File: src/rtl/multicycle_ctrl_fsm_if.sv
// Handshake bundle between the multi-cycle control FSM and the datapath /
// instruction register / memory. The controller is the master: it consumes
// opcode, mem_ready and stall, and drives every strobe and status output.
interface multicycle_ctrl_fsm_if #(
    parameter int OPW = 5
);
    logic [OPW-1:0] opcode;
    logic           mem_ready;
    logic           stall;
    logic           mem_read;
    logic           mem_write;
    logic           reg_write;
    logic           load_IR;
    logic           pc_enable;
    logic [OPW-1:0] ALU_op;
    logic [1:0]     pc_sel;
    logic           halted;
    logic           bus_err;
    logic [2:0]     state_o;

    modport master (
        input  opcode, mem_ready, stall,
        output mem_read, mem_write, reg_write, load_IR, pc_enable,
               ALU_op, pc_sel, halted, bus_err, state_o
    );

    modport slave (
        output opcode, mem_ready, stall,
        input  mem_read, mem_write, reg_write, load_IR, pc_enable,
               ALU_op, pc_sel, halted, bus_err, state_o
    );
endinterface

File: src/rtl/multicycle_ctrl_fsm.sv
// Multi-cycle control FSM for the 19-bit CPU. Sequences FETCH / EXECUTE /
// MEMORY / WRITBK / CONTROL, waits on mem_ready with a timeout that traps to
// ERROR, holds EXECUTE on stall, and parks in HALT on the halt opcode.
module multicycle_ctrl_fsm #(
    parameter int             OPW         = 5,
    parameter int             MEM_TIMEOUT = 15,
    parameter logic [OPW-1:0] OP_LOAD     = OPW'(5'b01010),
    parameter logic [OPW-1:0] OP_STORE    = OPW'(5'b01011),
    parameter logic [OPW-1:0] OP_HALT     = OPW'(5'b11111)
) (
    input  logic                   clk,
    input  logic                   rst_n,
    multicycle_ctrl_fsm_if.master  bus
);
    // A zero timeout still needs a legal (1-bit) counter; it is simply never compared.
    localparam int WCW = (MEM_TIMEOUT > 0) ? $clog2(MEM_TIMEOUT + 1) : 1;
    localparam logic [WCW-1:0] TO_LAST = WCW'((MEM_TIMEOUT == 0) ? 0 : MEM_TIMEOUT - 1);

    // Control-transfer opcodes and the PC source each one selects.
    localparam logic [OPW-1:0] OP_C0 = OPW'(5'b01101);
    localparam logic [OPW-1:0] OP_C1 = OPW'(5'b01110);
    localparam logic [OPW-1:0] OP_C2 = OPW'(5'b01111);
    localparam logic [OPW-1:0] OP_C3 = OPW'(5'b10000);
    localparam logic [OPW-1:0] OP_C4 = OPW'(5'b10001);

    typedef enum logic [2:0] {
        S_FETCH   = 3'd0,
        S_EXECUTE = 3'd1,
        S_MEMORY  = 3'd2,
        S_WRITBK  = 3'd3,
        S_CONTROL = 3'd4,
        S_HALT    = 3'd5,
        S_ERROR   = 3'd6
    } state_t;

    state_t         state_q, state_d;
    logic [WCW-1:0] wait_cnt_q, wait_cnt_d;

    logic           mem_read_c, mem_write_c, reg_write_c, load_ir_c, pc_enable_c;
    logic           halted_c, bus_err_c;
    logic [OPW-1:0] alu_op_c;
    logic [1:0]     pc_sel_c;

    logic           is_load, is_store, is_ctrl, timeout_hit;
    logic [WCW-1:0] wait_inc;

    assign is_load     = (bus.opcode == OP_LOAD);
    assign is_store    = (bus.opcode == OP_STORE);
    assign is_ctrl     = (bus.opcode == OP_C0) || (bus.opcode == OP_C1) || (bus.opcode == OP_C2)
                      || (bus.opcode == OP_C3) || (bus.opcode == OP_C4);
    assign timeout_hit = (MEM_TIMEOUT != 0) && (wait_cnt_q == TO_LAST);
    assign wait_inc    = (wait_cnt_q == {WCW{1'b1}}) ? wait_cnt_q : wait_cnt_q + 1'b1;

    // State and wait-counter registers; asynchronous reset parks in FETCH with a clear counter.
    always_ff @(posedge clk or negedge rst_n) begin
        if (!rst_n) begin
            state_q    <= S_FETCH;
            wait_cnt_q <= '0;
        end else begin
            state_q    <= state_d;
            wait_cnt_q <= wait_cnt_d;
        end
    end

    // Next-state, wait-counter and Moore/Mealy outputs; the counter clears on every
    // path except a not-ready cycle that stays in FETCH/MEMORY.
    always_comb begin
        state_d     = state_q;
        wait_cnt_d  = '0;
        mem_read_c  = 1'b0;
        mem_write_c = 1'b0;
        reg_write_c = 1'b0;
        load_ir_c   = 1'b0;
        pc_enable_c = 1'b0;
        halted_c    = 1'b0;
        bus_err_c   = 1'b0;
        alu_op_c    = '0;
        pc_sel_c    = 2'b00;
        case (state_q)
            S_FETCH: begin
                mem_read_c = 1'b1;
                if (bus.mem_ready) begin
                    load_ir_c   = 1'b1;
                    pc_enable_c = 1'b1;
                    state_d     = S_EXECUTE;
                end else if (timeout_hit) begin
                    state_d = S_ERROR;
                end else begin
                    wait_cnt_d = wait_inc;
                end
            end
            S_EXECUTE: begin
                alu_op_c = bus.opcode;
                if (!bus.stall) begin
                    if (bus.opcode == OP_HALT)   state_d = S_HALT;
                    else if (is_load || is_store) state_d = S_MEMORY;
                    else if (is_ctrl)            state_d = S_CONTROL;
                    else                         state_d = S_WRITBK;
                end
            end
            S_MEMORY: begin
                mem_read_c  = is_load;
                mem_write_c = is_store;
                if (bus.mem_ready) begin
                    state_d = is_load ? S_WRITBK : S_FETCH;
                end else if (timeout_hit) begin
                    state_d = S_ERROR;
                end else begin
                    wait_cnt_d = wait_inc;
                end
            end
            S_WRITBK: begin
                reg_write_c = 1'b1;
                state_d     = S_FETCH;
            end
            S_CONTROL: begin
                pc_enable_c = 1'b1;
                state_d     = S_FETCH;
                if ((bus.opcode == OP_C0) || (bus.opcode == OP_C3))      pc_sel_c = 2'b01;
                else if ((bus.opcode == OP_C1) || (bus.opcode == OP_C2)) pc_sel_c = 2'b10;
                else if (bus.opcode == OP_C4)                            pc_sel_c = 2'b11;
                else                                                     pc_sel_c = 2'b00;
            end
            S_HALT:  halted_c  = 1'b1;
            S_ERROR: bus_err_c = 1'b1;
            default: state_d = S_FETCH;
        endcase
    end

    // Every output is forced low while reset is held, so strobes drop the moment rst_n falls.
    assign bus.mem_read  = mem_read_c  & rst_n;
    assign bus.mem_write = mem_write_c & rst_n;
    assign bus.reg_write = reg_write_c & rst_n;
    assign bus.load_IR   = load_ir_c   & rst_n;
    assign bus.pc_enable = pc_enable_c & rst_n;
    assign bus.halted    = halted_c    & rst_n;
    assign bus.bus_err   = bus_err_c   & rst_n;
    assign bus.ALU_op    = alu_op_c & {OPW{rst_n}};
    assign bus.pc_sel    = pc_sel_c & {2{rst_n}};
    assign bus.state_o   = state_q  & {3{rst_n}};
endmodule

File: src/flat_wrapper.sv
// flat-port wrapper written by rule: the top's interface ports become plain ports
module multicycle_ctrl_fsm_flat 
#(
    parameter int             OPW         = 5,
    parameter int             MEM_TIMEOUT = 15,
    parameter logic [OPW-1:0] OP_LOAD     = OPW'(5'b01010),
    parameter logic [OPW-1:0] OP_STORE    = OPW'(5'b01011),
    parameter logic [OPW-1:0] OP_HALT     = OPW'(5'b11111)
)
  (clk, rst_n, bus_opcode, bus_mem_ready, bus_stall, bus_mem_read, bus_mem_write, bus_reg_write, bus_load_IR, bus_pc_enable, bus_ALU_op, bus_pc_sel, bus_halted, bus_bus_err, bus_state_o);
  multicycle_ctrl_fsm_if #(.OPW(OPW)) bus_i ();
  input  logic clk;
  input  logic rst_n;
  input wire logic [$bits(bus_i.opcode)-1:0] bus_opcode;
  input wire logic [$bits(bus_i.mem_ready)-1:0] bus_mem_ready;
  input wire logic [$bits(bus_i.stall)-1:0] bus_stall;
  output wire logic [$bits(bus_i.mem_read)-1:0] bus_mem_read;
  output wire logic [$bits(bus_i.mem_write)-1:0] bus_mem_write;
  output wire logic [$bits(bus_i.reg_write)-1:0] bus_reg_write;
  output wire logic [$bits(bus_i.load_IR)-1:0] bus_load_IR;
  output wire logic [$bits(bus_i.pc_enable)-1:0] bus_pc_enable;
  output wire logic [$bits(bus_i.ALU_op)-1:0] bus_ALU_op;
  output wire logic [$bits(bus_i.pc_sel)-1:0] bus_pc_sel;
  output wire logic [$bits(bus_i.halted)-1:0] bus_halted;
  output wire logic [$bits(bus_i.bus_err)-1:0] bus_bus_err;
  output wire logic [$bits(bus_i.state_o)-1:0] bus_state_o;
  assign bus_i.opcode = bus_opcode;
  assign bus_i.mem_ready = bus_mem_ready;
  assign bus_i.stall = bus_stall;
  assign bus_mem_read = bus_i.mem_read;
  assign bus_mem_write = bus_i.mem_write;
  assign bus_reg_write = bus_i.reg_write;
  assign bus_load_IR = bus_i.load_IR;
  assign bus_pc_enable = bus_i.pc_enable;
  assign bus_ALU_op = bus_i.ALU_op;
  assign bus_pc_sel = bus_i.pc_sel;
  assign bus_halted = bus_i.halted;
  assign bus_bus_err = bus_i.bus_err;
  assign bus_state_o = bus_i.state_o;
  multicycle_ctrl_fsm #(.OPW(OPW), .MEM_TIMEOUT(MEM_TIMEOUT), .OP_LOAD(OP_LOAD), .OP_STORE(OP_STORE), .OP_HALT(OP_HALT)) u_core (.clk(clk), .rst_n(rst_n), .bus(bus_i));
endmodule
File: config.mk
export PLATFORM = sky130hd
export DESIGN_NAME = multicycle_ctrl_fsm_flat
export DESIGN_NICKNAME = d
export VERILOG_FILES = /design/src/rtl/multicycle_ctrl_fsm_if.sv /design/src/rtl/multicycle_ctrl_fsm.sv /design/src/flat_wrapper.sv
export SDC_FILE = /design/constraint.sdc
export NUM_CORES = 1
export LEC_CHECK = 0
export ABC_CLOCK_PERIOD_IN_PS = 3050
export BUFFER_PORTS_ARGS = -buffer_cell sky130_fd_sc_hd__buf_2
export CAP_MARGIN = 20
export CORE_AREA = 2 2 39 41
export DETAILED_ROUTE_END_ITERATION = 8
export DIE_AREA = 0 0 41 43
export GPL_ROUTABILITY_DRIVEN = 0
export PLACE_DENSITY = 0.91
export SLEW_MARGIN = 20
export SYNTH_ARGS = -nofsm -noshare
export SYNTH_HDL_FRONTEND = slang
export SYNTH_SLANG_ARGS = --single-unit
File: constraint.sdc
create_clock -name clk -period 3.05 [get_ports clk]
set_input_delay 0.61 -clock clk [delete_from_list [all_inputs] [get_ports clk]]
set_output_delay 0.61 -clock clk [all_outputs]
set_load 0.1 [all_outputs]
==> run metrics <==
layout cells sized above 1 0.297; core area 1380 um^2; max cap viols 0; Via Count 716; Mapped Avg Cell Area 7.61 um^2; vias in the first global route 676; Setup violations, final 0; #FFs+latches synth 7; Post-synth ARST share 1.00; Worst Setup Start Kind primary input; DPL Wire Length 1270 um; nets 123; Syn Inst Count 85; die height 43 um; starting density of the core 0.467; Critical Path Fanout Max 4; DRC violations left 0; critical path buffer and inverter count 2; Critical Path RT 2440 ps; drt initial violations 7; htree depth 1; Worst Hold Class in -> async; cell repeated most along the worst path buf_2; status finished, final reports clean; Leak 0.400 nW; GRT Overall Usage 0.210; first-pass GRT wire length 2610 um; largest net degree at the start of global routing 13; post-route ant nets 0; clk_lat worst skew 250 ps; Yosys cell types 32; worst slew pin tran 489 ps; post-CTS setup buffer count 0; Max VDD drop 0.000676 V; synth warn 0; Area Overhead vs Synth 26.7%; part of the cycle the worst path needs 0.822; post-DR wirelength/cell 12.5 um; grt ovf 0; ANT cells 0; Setup CP Type in -> out; Worst-path clk slew 50 ps; count of input and output buffers 25; worst path arrival time 1900 ps; sequential-to-total area share from yosys stat 0.271; Worst Skew 6.75 ps; vias per std cell 5.64; Slew HR 0.676; RSZ-0062 raised after global routing false; number of synthesized flops with an enable pin 0; Worst Setup End Kind output port; Slew Viols, Final 0; # hold bufs at CTS 0; area of the die 1760 um^2; drt pass-1 iters 3; Final Hold Fails 0; Crit path max-delay family simple AND/OR/NAND/NOR gates; Max clock buf depth 2; max incr delay on CP 420 ps; DIE WIDTH 41 um; final WL 1590 um; setup tns final 0 ps; initial antenna violation count 0; slowest CP cell buf_2; Sink Count 7; CTS tree done; TritonCTS Buffers 3; Root Driver clkbuf_4; fin crit period 2510 ps; Max Clock Freq 399 MHz; worst-path cell chain buf_2 > nand3b_1 > or3_1 > nand2_1 > and3_1 > buf_2; dominant synthesized flop cell dfrtp_1; Mapped Area 647 um^2; P per Cell Area 930 nW/um^2; Rows 14; synthesized net count 96; fin util 0.592; I/O pin total 26; PostCTS Resize Cnt 0
## cell families after synthesis
family / share of synthesized area
AO/OA/AOI/OAI: 0.205
adder cells (fa/ha/maj): 0.0542
multiplexers: 0.0309
AND/OR/NAND/NOR: 0.395
flip-flops: 0.271
buffers and inverters: 0.0445
## area by class of cell
| class | instances | area, um^2 |
|---|---|---|
| timing repair buffer | 25 | 125 |
| tap | 16 | 20.0 |
| sequential | 7 | 175 |
| inverter | 4 | 15.0 |
| fill | 131 | 564 |
| clock buffer | 4 | 26.3 |
| multi-input combinational | 71 | 458 |
## synth_stat cells, drive strengths merged (2+ instances only)
cell,number,area share
nor2,11,0.064
and2,9,0.089
dfrtp,7,0.27
nand2,6,0.035
nor2b,5,0.048
inv,4,0.023
nor3,4,0.031
a31oi,3,0.029
a32oi,3,0.041
nand2b,3,0.029
o22ai,3,0.029
a21oi,2,0.015
and3,2,0.019
buf,2,0.015
ha,2,0.039
mux2i,2,0.031
nand3,2,0.015
o21a,2,0.023
o21ai,2,0.015
## sequential cells by signal, indices dropped and copies added (netlist names)
signal,flops
u_core.wait_cnt_q,4
u_core.state_q,3
## power by group
group	total, mW	switching (mW)	internal [mW]	leakage (nW)
combinational	0.511	0.384	0.128	0.292
clock	0.0824	0.0326	0.0498	0.0150
sequential	0.169	0.0488	0.120	0.0930
total	0.762	0.465	0.297	0.400
## placed cells by master, fill, tap and decap left out, drive strengths merged, types with 2 or more instances in the layout
| cell type | instances |
|---|---|
| nor2 | 11 |
| o22ai | 3 |
| and3 | 2 |
| and2 | 9 |
| inv | 4 |
| dfrtp | 7 |
| nand2 | 6 |
| clkbuf | 4 |
| nor2b | 5 |
| nand3 | 2 |
| a31oi | 3 |
| ha | 2 |
| o21a | 2 |
| o21ai | 2 |
| mux2i | 2 |
| nand2b | 3 |
| buf | 25 |
| a32oi | 3 |
| a21oi | 2 |
| nor3 | 4 |
## metrics by stage
stage / setup slack (ps) / power, mW / std cells / hold slack, ps / cell area (um^2)
2_1_floorplan: -322 / 0.601 / 85 / 314 / 662
3_3_place_gp: 556 / 0.669 / 123 / 476 / 793
3_5_place_dp: 555 / 0.683 / 123 / 475 / 793
4_1_cts: 545 / 0.771 / 127 / 206 / 820
5_1_grt: 462 / 0.810 / 127 / 222 / 820
6_report: 544 / 0.762 / 127 / 210 / 820
## worst reg2reg max path, cell delays in order, from the launching register on
cell and delay, ps:
dfrtp_1 440, ha_1 310, and3b_1 230, o21ai_1 60, a21oi_1 180, nor2b_1 70
## path summary, 6_finish.rpt
check	to	slack, ps	from	depth (start not counted)
setup / recovery	bus_mem_read	540	bus_opcode[4]	6
hold / removal	u_core.wait_cnt_q[3]	210	rst_n	1
setup reg to reg	u_core.wait_cnt_q[3]	1670	u_core.wait_cnt_q[0]	5
hold reg to reg	u_core.wait_cnt_q[2]	640	u_core.wait_cnt_q[2]	2
max in group asynchronous	u_core.wait_cnt_q[0]	2650	rst_n	1
min in group clk	u_core.state_q[2]	560	bus_stall	2
## routing by layer
layer	share of wire	global-route usage
met2	0.57	0.391
met4	0	0.100
met1	0.39	0.224
met5	0	0
met3	0.040	0
(Power assumes the default switching activity.)
